$ cat src/rtl/br_redirect_ctrl.sv
// br_redirect_ctrl: sequences one branch at a time from issue to resolution, turning taken outcomes into a fetch redirect plus flush window.
// Optional BR_STATS_EN adds branch/taken event counters.
module br_redirect_ctrl #(
    parameter int FLUSH_CYCLES = 2,
    parameter int BRSEL_WIDTH  = 4
) (
    input  logic                   clk,
    input  logic                   reset,
    input  logic                   ex_valid,
    input  logic [BRSEL_WIDTH-1:0] ex_brsel,
    input  logic [63:0]            ex_pc,
    output logic                   ex_ready,
    output logic                   br_exu_valid,
    input  logic                   br_taken,
    input  logic [63:0]            br_target,
    input  logic                   br_data_ok,
    output logic                   redirect_valid,
    output logic [63:0]            redirect_pc,
    input  logic                   redirect_ready,
    output logic                   flush,
    output logic                   busy
`ifdef BR_STATS_EN
    ,
    output logic [63:0]            stat_br_cnt,
    output logic [63:0]            stat_taken_cnt
`endif
);
    localparam logic [1:0] IDLE  = 2'd0;
    localparam logic [1:0] WAIT  = 2'd1;
    localparam logic [1:0] REDIR = 2'd2;
    localparam logic [1:0] FLUSH = 2'd3;
    localparam logic [3:0] FLUSH_LOAD = 4'(FLUSH_CYCLES == 0 ? 0 : FLUSH_CYCLES - 1);

    logic [1:0] state;
    logic [3:0] cnt;

    assign ex_ready       = state == IDLE;
    assign redirect_valid = state == REDIR;
    assign flush          = state == FLUSH;
    assign busy           = state != IDLE;

    // redirect_pc holds the issuing PC while waiting, then the resolved target
    always_ff @(posedge clk) begin
        if (reset) begin
            state        <= IDLE;
            cnt          <= 4'd0;
            br_exu_valid <= 1'b0;
            redirect_pc  <= 64'd0;
        end else begin
            br_exu_valid <= 1'b0;
            case (state)
                IDLE: if (ex_valid && |ex_brsel) begin
                    state        <= WAIT;
                    redirect_pc  <= ex_pc;
                    br_exu_valid <= 1'b1;
                end
                WAIT: if (br_data_ok) begin
                    state <= br_taken ? REDIR : IDLE;
                    if (br_taken) redirect_pc <= br_target;
                end
                REDIR: if (redirect_ready) begin
                    state <= FLUSH_CYCLES == 0 ? IDLE : FLUSH;
                    cnt   <= FLUSH_LOAD;
                end
                default: begin
                    cnt <= cnt == 4'd0 ? 4'd0 : cnt - 4'd1;
                    if (cnt == 4'd0) state <= IDLE;
                end
            endcase
        end
    end

`ifdef BR_STATS_EN
    always_ff @(posedge clk) begin
        if (reset) begin
            stat_br_cnt    <= 64'd0;
            stat_taken_cnt <= 64'd0;
        end else if (state == WAIT && br_data_ok) begin
            stat_br_cnt    <= stat_br_cnt + 64'd1;
            stat_taken_cnt <= stat_taken_cnt + {63'd0, br_taken};
        end
    end
`endif
endmodule

$ cat config.mk
export PLATFORM = sky130hd
export DESIGN_NAME = br_redirect_ctrl
export DESIGN_NICKNAME = d
export VERILOG_FILES = /design/src/rtl/br_redirect_ctrl.sv
export SDC_FILE = /design/constraint.sdc
export NUM_CORES = 1
export LEC_CHECK = 0
export ABC_AREA = 1
export BUFFER_PORTS_ARGS = -buffer_cell sky130_fd_sc_hd__buf_4
export CORE_MARGIN = 2
export CORE_UTILIZATION = 45
export CTS_CLUSTER_SIZE = 12
export DETAILED_ROUTE_END_ITERATION = 8
export GPL_TIMING_DRIVEN = 0
export PLACE_DENSITY = 0.83
export REMOVE_ABC_BUFFERS = 1
export SYNTH_ARGS = -nofsm -noshare
export SYNTH_HDL_FRONTEND = slang
export SYNTH_SLANG_ARGS = --single-unit
$ cat constraint.sdc
create_clock -name clk -period 1.65 [get_ports clk]
set_clock_uncertainty 0.05 [all_clocks]
set_input_delay 0.33 -clock clk [delete_from_list [all_inputs] [get_ports clk]]
set_output_delay 0.33 -clock clk [all_outputs]
set_load 0.01 [all_outputs]
---- Word-level counts from Yosys, hierarchy flattened ----
Index checks and enable logic that the tools add are counted.
storage, ports and cells
  bits of input ports ..................... 138
  logic and storage cells ................. 40
  register bits after elaboration ......... 71
  output and inout bits ................... 69
cells by class
  bitwise operators ....................... 2
  reduce and logical (&&, ||, !) cells .... 12
  add/sub/neg operators ................... 1
  mux-type cells .......................... 14
  eq/ne operators ......................... 7
operators with widths
  kind                 number
  $mux 64              3
  $pmux 64 s2          1
  $mux 2               5
  $mux 4               2
  $pmux 4 s2           1
  $reduce_and 4->1     2
  $pmux 2 s3           1
  $eq 2x2->1 const B   2
  $logic_not 4->1      1
  $ne 2x1->1 const B   2
  $ne 2x2->1 const B   2
  $reduce_bool 2->1    2
  $reduce_bool 4->1    1
  $reduce_or 2->1      2
  $reduce_or 4->1      1
  $sub 4x1->4 const B  1
  $eq 2x1->1 const B   1
  $logic_not 2->1      1
  $not 1->1            2
  $reduce_and 2->1     1
  $logic_and 1x1->1    1
  $mux 1               1

---- Longest topological paths before layout ----
Gate-level depths: netlist (run 1).
  depth after elaboration ................. 4
  mapped depth ............................ 8
  gate-level depth less buffers ........... 8

---- Least setup slack after synthesis (run 1) ----
Ideal clock, no wire load.
  path kind ............................... reg2reg
  start point ............................. reg state[0]
  end point ............................... reg redirect_pc[30]
  setup time .............................. 0.111 ns
  buffers on the path ..................... 3
  arrival time ............................ 1.216 ns
  slack ................................... 0.272 ns
  required time ........................... 1.489 ns
  cell stages (with the launch flop) ...... 9
  period minus slack after synthesis ...... 1.378 ns
  path through ............................ dfxtp_1 > buf_4 > nor2_4 > nand3_2 > and2_1 > buf_6 > buf_8 > nor2_2 > nor2_2
on the way
  cells in the longest elaborated chain, start to end .. 3
  elaborated cells between the ends (all ways) .. 8
  those cells by class .................... 4 x eq/ne; 1 x mux; 3 x reduce/logical
ends and longest elaborated chain
  what                                                       RTL line  source
  from (decl)                                                34        logic [1:0] state;
  from (signal assigned)                                     58        state <= br_taken ? REDIR : IDLE;
  from (signal assigned)                                     62        state <= FLUSH_CYCLES == 0 ? IDLE : FLUSH;
  $logic_not 2->1 (*)                                        n/a
  via ex_ready                                               12        output logic ex_ready,
  $ne 2x1->1 (no line) or $reduce_bool 2->1 (tied branches)  n/a
  $reduce_and 4->1 (no line)                                 n/a
  to (signal assigned)                                       54        redirect_pc <= ex_pc;
  to (signal assigned)                                       59        if (br_taken) redirect_pc <= br_target;
  to (decl)                                                  18        output logic [63:0] redirect_pc,
The timed path passes the listed nets; every way through them passes the cells marked *.
A chain may end at the register's enable or synchronous reset.

---- Worst setup path in the final report (run 1) ----
  start point ............................. reg state[0]
  end point ............................... out busy
on the way
  cells in the longest elaborated chain, start to end .. 1
ends and longest elaborated chain
  what               RTL line  source
  $reduce_bool 2->1  40        assign busy = state != IDLE;
  to (decl)          21        output logic busy
Every way passes these cells.

==> results of run 1 <==
==> layout make-up <==
cell class	instances	area, um2
fillers	744	2504
multi-input cells	501	2395
repair buffers	239	1971
flip-flops and latches	71	1429
clock buffers	12	135.1
well taps	108	135.1
clock inverters	4	70.07
inverters	13	65.06
repair inverters	2	17.52
==> flip-flops by register name (all words and copies together), names as in the netlist <==
signal and flops:
state 2, cnt 4, redirect_pc 64, br_exu_valid 1
==> per-layer routing <==
metal | global-route usage [%] | part of all wire (%)
met5 | 0 | 0
met4 | 8.641 | 2.1
met3 | 5.674 | 9.9
met2 | 51.04 | 50
met1 | 34.83 | 38
==> path summary, 6_finish.rpt <==
check            from  cells after the start         endpoint
max          state[0]                      5             busy
min             reset                      2           cnt[1]
max reg2reg  state[0]                      8  redirect_pc[53]
min reg2reg    cnt[2]                      2           cnt[2]
==> layout by cell type, fill, tap and decap left out, drive strengths merged, types with 2 or more instances in the layout <==
| cell type | n |
|---|---|
| a21oi | 6 |
| and2 | 2 |
| buf | 236 |
| bufbuf | 2 |
| bufinv | 2 |
| clkbuf | 13 |
| clkinv | 2 |
| dfxtp | 71 |
| inv | 15 |
| nand2 | 211 |
| nand3 | 73 |
| nand3b | 66 |
| nand4 | 2 |
| nor2 | 137 |
==> worst max-delay path, stage by stage, from the launching register on <==
cell and delay [ps]:
dfxtp_4 370, buf_12 130, nor2_4 100, buf_6 130
inv_2 40, buf_6 110
==> kinds of logic after synthesis <==
family          share of synthesized area [%]
flops                                   34.96
fa+ha+maj                              0.3077
compound gates                          1.200
buf+inv                                 8.618
simple gates                            54.91
==> repair_timing <==
| item | 4_1_cts | 5_1_grt |
|---|---|---|
| cloned | 8 | 2 |
| gates resized for setup | 18 | 6 |
| setup buffers | 14 | 10 |
| setup endpoints to repair | 75 | 50 |
| pin swaps | 5 | 4 |
==> metrics by stage <==
| stage | util, % | hold WS, ps |
|---|---|---|
| finish | 71.29 | 167.4 |
| global route | 71.29 | 159.8 |
| CTS | 69.81 | 141.8 |
| detailed placement | 63.67 | 453.1 |
| global placement | 62.44 | 410.4 |
| floorplan | - | 349.1 |
==> report_power, final <==
part           switching [W]  internal [W]  total (W)
registers           0.000304       0.00226    0.00257
logic                0.00319       0.00260    0.00580
clock network       0.000649      0.000850    0.00150
==> run metrics, run 1 <==
pin count of the biggest net entering global routing 65; top cells by count, synth 209 x nand2_1, 116 x nor2_1, 71 x dfxtp_1, 69 x nand3_1, 66 x nand3b_1; Avg Cell Area, Syn about 6.5 um2; Post-Layout Cell Count 950; die area around 9800 um2; Final setup viols 0; placed insts 900; P_leak approximately 3.3 nW; # port buffers approximately 210; sum of negative setup slack 0 ps; post-route cell area just over 6000 um2; Worst setup EP type primary output; post-synthesis sequential area ratio about a third; Final Worst Setup Slack roughly 50 ps; diode count 0; dpl ws -1758 ps; HP Class input port to flop; Tcrit/Tclk final just under 100%; CTS Hold Buffers Added 0; Total Power 0.009864 W; CTS H-tree depth 3; mapped cell area between 4000 and 5000 um2; DP Wirelength approximately 8.3 mm; CP Class flop to primary output; status complete, no violations; cell with the most instances after synthesis nand2_1; CTS tree done; Worst-Skew Late Latency 340 ps; Synth cell types 24; fin crit period approximately 1600 ps; via density per instance around 5.2; DR WL/cell between 15 and 20 um; fmax 624.5 MHz; Num Clock Sinks between 70 and 80; initial antenna violation count 0; Synth top area share a little over a third; clock slew at reported path FFs around 80 ps; Synth Flop Type dfxtp_1; router iterations before antenna repair 6; max cap viols 0; largest cells by area after synthesis dfxtp_1 35%, nand2_1 19%, nand3b_1 12%; first-pass GRT wire length roughly 22 mm; GRT Util Overall around 29%; asr flop ratio synth 0%; clock root buffer clkbuf_8; Antenna Violating Nets Remaining 0; clock buffer depth 2; CP Launch Type flop; placed cell area 5553 um2; PD cells approximately 1600 nW/um2; dominant cell type by area after synthesis dfxtp_1; slew of the pin with the lowest slew margin 505.4 ps; VDD IR max 0.0008812 V; Final Hold Fails 0; Layout Nets around 980; die span in y approximately 100 um; die width 99.05 um; Area growth syn-to-layout 52.94%; critical path fanouts, max 5; starting density of the core 46.61%; Slew headroom roughly 66%; DRC Markers 0; vias 4,957; final WL approximately 15 mm; fin. max-slew vios 0; # rows 34; GPL Wtd Cong around 0.8; Ys Warns 0; grt total ovfl 0; synthesized flop and latch total between 70 and 80; Post-synth EDFFs 0; cells after synthesis approximately 630; vias in the first global route 4,610; layout cell share with drive strength beyond 1 34.44%; Core ar. about 8700 um2; Worst EP required about 1300 ps; top-level I/O count just over 200; setup slack, reg-to-reg 80 ps; RSZ-0062 raised after global routing yes; CTS buffer count 9; number of DRC markers in iteration 0 around 240; Worst EP arrival approximately 1200 ps
No activity file was read; power rests on OpenSTA's default activity.
==> run 2: changes to the inputs <==
CORE_UTILIZATION = 42   (was 45)
PLACE_DENSITY = 0.82   (was 0.83)
clock period = 1.4 ns   (was 1.65 ns; I/O delays follow)
==> run 2 against run 1 <==
  * The flow now finishes with violations (setup timing)
  * Global-route usage up 0.89 points
  * Via count up 5.1%
  * Register-to-register slack worse by 250 ps
  * Sequential power up 18%
  * Worst setup slack worse by 210 ps
  * Cell area up 12%
  * Clock power up 27%
  * Critical path depth up 2
  * Die area up 6.8%
  * Cell count up 4.4%
  * Core utilization up 3.5 points
==> run metrics, run 2 (synthesized netlist as in run 1, its figures left out) <==
met2 Resource Use GR 52.83% (+1.8 points); P_sw 0.005828 W (+41%); gr busiest metal met2; CTS H-tree depth 3 (unchanged); Antenna Violating Nets Remaining 0 (unchanged); vias 5,210 (+5.1%); max reg flops 64 (unchanged); Core ar. 9328 um2 (+7.0%); Worst-Skew Late Latency 330 ps (about the same); Slew headroom 62.78% (-3.5 points); Switching Share 43.21% (+1.2 points); crit-path max cell delay 370 ps (about the same); Total Power 0.01349 W (+37%); Tcrit/Tclk final 111.8%; PD cells 1933 nW/um2 (+22%); die width 102.4 um (+3.4%); initial antenna violation count 0 (unchanged); CP delay by family, top simple AND/OR/NAND/NOR gates; DP Wirelength 8.111 mm (-2.2%); most frequent cells in the layout 218 x buf_4, 207 x nand2_1, 69 x nand3_1, 69 x dfxtp_1; slew of the pin with the lowest slew margin 557.5 ps (+52.11 ps); CTS tree done; fin. max-slew vios 0 (unchanged); final WL 17.23 mm (+16%); HP Class input port to flop; commonest non-fill, non-tap cell in the layout buf_4; Worst EP required 1580 ps (+310 ps); status finished, violations left; top-level I/O count 207 (unchanged); die area 10,480 um2 (+6.8%); clock root buffer clkbuf_8; GRT Util Overall 29.56% (+0.89 points); Worst setup EP type flop; router iterations before antenna repair 5 (-1); CTS buffer count 9 (unchanged); CP bufs+invs 2 (-2); CP Class flop to flop; DR WL/cell 17.37 um (+12%); # rows 35 (+2.9%); GPL Wtd Cong 0.7986 (-2.1%); max cap viols 0 (unchanged); layout cell share with drive strength beyond 1 42.53% (+8.1 points); clock slew at reported path FFs 80 ps (about the same); via density per instance 5.252 (+0.65%); Clk pwr share 14.2% (-1.0 points); Power Internal 0.007659 W (+34%); met1 Resource Use GR 34.88% (+0.054 points); VDD IR max 0.0009423 V (+6.9%); vias in the first global route 4,769 (+3.4%); most frequent CP cell nor2_4; grt total ovfl 0 (unchanged); fmax approximately 640 MHz; clock buffer depth 2 (unchanged); violated checks setup timing; Comb pwr share 63.4% (+4.6 points); die span in y 102.4 um (+3.4%); Final Core Density 74.82% (+3.5 points); Area growth syn-to-layout 71.68%; sequential share of power 22.4% (-3.6 points); DRC Markers 0 (unchanged); CP Launch Type flop; CTS Hold Buffers Added 0 (unchanged); RSZ-0062 raised after global routing yes; number of DRC markers in iteration 0 313 (+30%); Worst EP arrival 1740 ps (+520 ps); # port buffers 206 (unchanged); P_leak 3.578 nW (+8.2%); pin count of the biggest net entering global routing 36 (-45%); fin crit period about 1600 ps; crit path cell chain buf_12, nor2_4, nand3_4, and2_4, clkbuf_16, nor2_4, nor2_1; Num Clock Sinks 71 (unchanged); M3 GR Usage 5.814% (+0.14 points); largest registers redirect_pc (64), cnt (4), state (2); Final setup viols 72 (+72); Final Worst Setup Slack -165.2 ps (-213.9 ps); Critical Path Slowest Stage Cell dfxtp_4; Layout Nets 997 (+2.2%); dpl ws -2060 ps (-301.7 ps); diode count 0 (unchanged); critical path fanouts, max 6 (+1); starting density of the core 43.58% (-3.0 points); largest reg by FF count redirect_pc; Final Hold Fails 0 (unchanged); first-pass GRT wire length 23.74 mm (+5.9%)
## run 2: worst paths after layout
path              slack [ps]  depth (start not counted)               to  startpoint
setup / recovery        -170                          7  redirect_pc[54]    state[0]
hold / removal           120                          2           cnt[1]       reset
hold reg to reg          430                          2           cnt[2]      cnt[2]
setup reg to reg        -170                          7  redirect_pc[54]    state[0]
## run 2: power groups by stage
stage,clock network (W),logic (W),registers (W)
after global routing,0.00202,0.00910,0.00309
after global placement,0,0.00515,0.00319
after floorplan,0,0.00294,0.00341
after CTS,0.00194,0.00722,0.00301
final,0.00191,0.00855,0.00302
after detailed placement,0,0.00543,0.00312
## run 2: metal layers
metal	wire [um]	part of all wire (%)
met4	366	2.1
met5	0	0
met3	1478	8.6
met1	6956	40
met2	8428	49
## run 2: repair_timing
| action | in CTS | in global routing |
|---|---|---|
| gates resized for setup | 56 | 82 |
| endpoints found under the hold margin | 0 | 0 |
| pin swaps | 47 | 52 |
| gates cloned | 16 | 10 |
| setup buffers | 27 | 4 |
| setup endpoints to repair | 75 | 74 |
## run 2: layout make-up
cell class	instances	area [um2]
inverters	13	65.06
clock buffers	11	151.4
multi-input cells	506	2750
clock inverters	5	80.08
repair buffers	255	2325
well taps	129	161.4
repair inverters	2	17.52
flip-flops and latches	71	1429
fillers	695	2349
## run 2: stage by stage
stage / instance area (um2) / instances / TNS [ps] / hold slack (ps)
2_1_floorplan: 3764 / 580 / -239440 / 299.1
3_3_place_gp: 5472 / 915 / -389400 / 409.7
3_5_place_dp: 5579 / 921 / -129150 / 415.2
4_1_cts: 6499 / 980 / -8523 / 93.03
5_1_grt: 6979 / 992 / -12680 / 98.49
6_report: 6979 / 992 / -8744 / 116.6
==> run 3: changes to the inputs <==
REMOVE_ABC_BUFFERS = unset   (was 1)
==> run 3 against run 2 <==
  * The flow still finishes with violations (setup timing)
  * Die area unchanged
  * Fmax up 7.2%
  * Flip-flop and latch count unchanged
  * Routed wire length is 22% lower
  * Core utilization decreased by 6.6 points
  * Total power shrank 15%
  * Register-to-register slack improved by 110 ps
  * Global-route usage is 4.8 points lower
  * Non-clock buffer count is 6 higher
  * Sequential power hardly changed
  * Via count is 5.4% lower
  * Critical endpoint is now redirect_pc[30]
==> run metrics, run 3 (synthesized netlist as in run 1, its figures left out) <==
GRT Util Overall 24.78% (-4.8 points); Layout Nets 991 (-0.60%); top-level I/O count 207 (unchanged); die width 102.4 um (unchanged); DP Wirelength 9.938 mm (+23%); most frequent cells in the layout 219 x buf_4, 208 x nand2_1, 69 x nand3_1, 69 x dfxtp_1, 67 x nor2_1; PD cells 1794 nW/um2 (-7.2%); slew of the pin with the lowest slew margin 448.7 ps (-108.9 ps); DR WL/cell 13.76 um (-21%); diode count 0 (unchanged); Core ar. 9328 um2 (unchanged); vias in the first global route 4,585 (-3.9%); RSZ-0062 raised after global routing yes; router iterations before antenna repair 4 (-1); Slew headroom 70.09% (+7.3 points); largest registers redirect_pc (64), cnt (4), state (2); placed cell area 5773 um2 (+3.5%); largest reg by FF count redirect_pc; DRC Markers 0 (unchanged); DR top layer met4; clock buffer depth 2 (unchanged); first-pass GRT wire length 20.63 mm (-13%); number of DRC markers in iteration 0 116 (-63%); fill count 811 (+17%); CTS H-tree depth 3 (unchanged); Final Hold Fails 0 (unchanged); CP delay by family, top simple AND/OR/NAND/NOR gates; clock slew at reported path FFs 70 ps (about the same); fin. max-slew vios 0 (unchanged); via density per instance 5.015 (-4.5%); Worst setup EP type flop; pin count of the biggest net entering global routing 11 (-69%); final WL 13.52 mm (-22%); Num Clock Sinks 71 (unchanged); CP Class flop to flop; routed wl met3 932 um (-37%); die area 10,480 um2 (unchanged); layout cell share with drive strength beyond 1 40.40% (-2.1 points); crit path cell chain buf_6, nor2_4, nand3_2, and2_4, buf_12, buf_12, nor2_4, nor2_2; commonest non-fill, non-tap cell in the layout buf_4; Total Power 0.01142 W (-15%); CTS Hold Buffers Added 0 (unchanged); VDD IR max 0.0009304 V (-1.3%); Worst EP required 1590 ps (about the same); Critical Path Slowest Stage Cell dfxtp_2; violated checks setup timing; # port buffers 206 (unchanged); fin crit period 1459 ps (-105.8 ps); Antenna Violating Nets Remaining 0 (unchanged); CP bufs+invs 3 (+1); post-route cell area 6366 um2 (-8.8%); starting density of the core 43.58% (unchanged); Worst EP arrival 1640 ps (-100 ps); fmax 685.2 MHz (+7.2%); Synthesized Nets about 770; Worst-Skew Late Latency 330 ps (about the same); # rows 35 (unchanged); critical path fanouts, max 10 (+4); max reg flops 64 (unchanged); Final setup viols 63 (-13%); status finished, violations left; CTS tree done; WL met1 5.369 mm (-23%); GPL Wtd Cong 0.8918 (+12%); vias 4,930 (-5.4%); P_leak 3.281 nW (-8.3%); Area growth syn-to-layout 56.60%; Final Worst Setup Slack -59.45 ps (+105.8 ps); clock root buffer clkbuf_8; die span in y 102.4 um (unchanged); initial antenna violation count 0 (unchanged); grt total ovfl 0 (unchanged); Tcrit/Tclk final 104.2% (-7.6 points); CTS buffer count 9 (unchanged); HP Class input port to flop; CP Launch Type flop; crit-path max cell delay 330 ps (-40 ps); max cap viols 0 (unchanged); met2 wire length 7.030 mm (-17%)
[run 3: cell count changes in the layout (fill, tap and decap cells not counted), moves of 3 or more]
cell | before | now
clkbuf_16 | 7 | 0
clkbuf_1 | 0 | 9
and2_4 | 4 | 1
nand3_4 | 7 | 0
buf_12 | 10 | 7
buf_6 | 14 | 6
buf_2 | 0 | 14
nor2_4 | 30 | 27
bufbuf_16 | 3 | 0
[run 3: final timing paths]
path | depth (start not counted) | slack, ps | to | start
worst max-delay path | 8 | -60 | redirect_pc[30] | state[0]
worst min-delay path | 2 | 120 | cnt[3] | reset
worst max register to register | 8 | -60 | redirect_pc[30] | state[0]
worst min register to register | 2 | 460 | cnt[3] | cnt[3]
[run 3: per-stage QoR]
step	instances	hold slack, ps	setup slack (ps)	utilization (%)	TNS (ps)
after floorplan	629	299.1	22.41	-	0
after global placement	964	410.2	-82.58	61.89	-3678
after detailed placement	964	433.2	-147.6	61.89	-6037
after CTS	984	93.50	-74.23	66.48	-3195
after global routing	983	116.4	-135.4	68.25	-6192
final	983	116.3	-59.45	68.25	-1867
[run 3: final cells by class]
type / instances / area [um2] / share of cell area (%)
inverter: 13 / 51.30 / 0.8058
clock buffer: 11 / 141.4 / 2.221
clock inverter: 2 / 10.01 / 0.1572
buffer: 48 / 389.1 / 6.112
sequential: 71 / 1426 / 22.41
multi-input combinational: 496 / 2559 / 40.19
timing repair buffer: 213 / 1628 / 25.57
tap: 129 / 161.4 / 2.535
[run 3: worst reg2reg max path, cell delays in order (launching register included)]
cell     delay [ps]
dfxtp_2         330
buf_6           130
nor2_4          130
nand3_2         120
and2_4          170
buf_12          150
buf_12          160
nor2_4          100
nor2_2           40
[run 3: report_power, final]
| group | internal [W] | switching (W) |
|---|---|---|
| Combinational | 0.00320 | 0.00383 |
| Sequential | 0.00267 | 0.000348 |
| Clock | 0.000658 | 0.000724 |
[run 3: layer usage]
layer  vias up  GRT usage (%)
met5         -              0
met2       195          47.37
li1       2436              -
met1      2279          27.54
met4         0          7.692
met3        20          4.651
[run 3: what timing repair did]
action / 4_1_cts / 5_1_grt
gates cloned: 4 / 0
setup endpoints to repair: 65 / 70
gates resized for setup: 71 / 54
buffers inserted: 3 / 0
pin swaps: 1 / 5
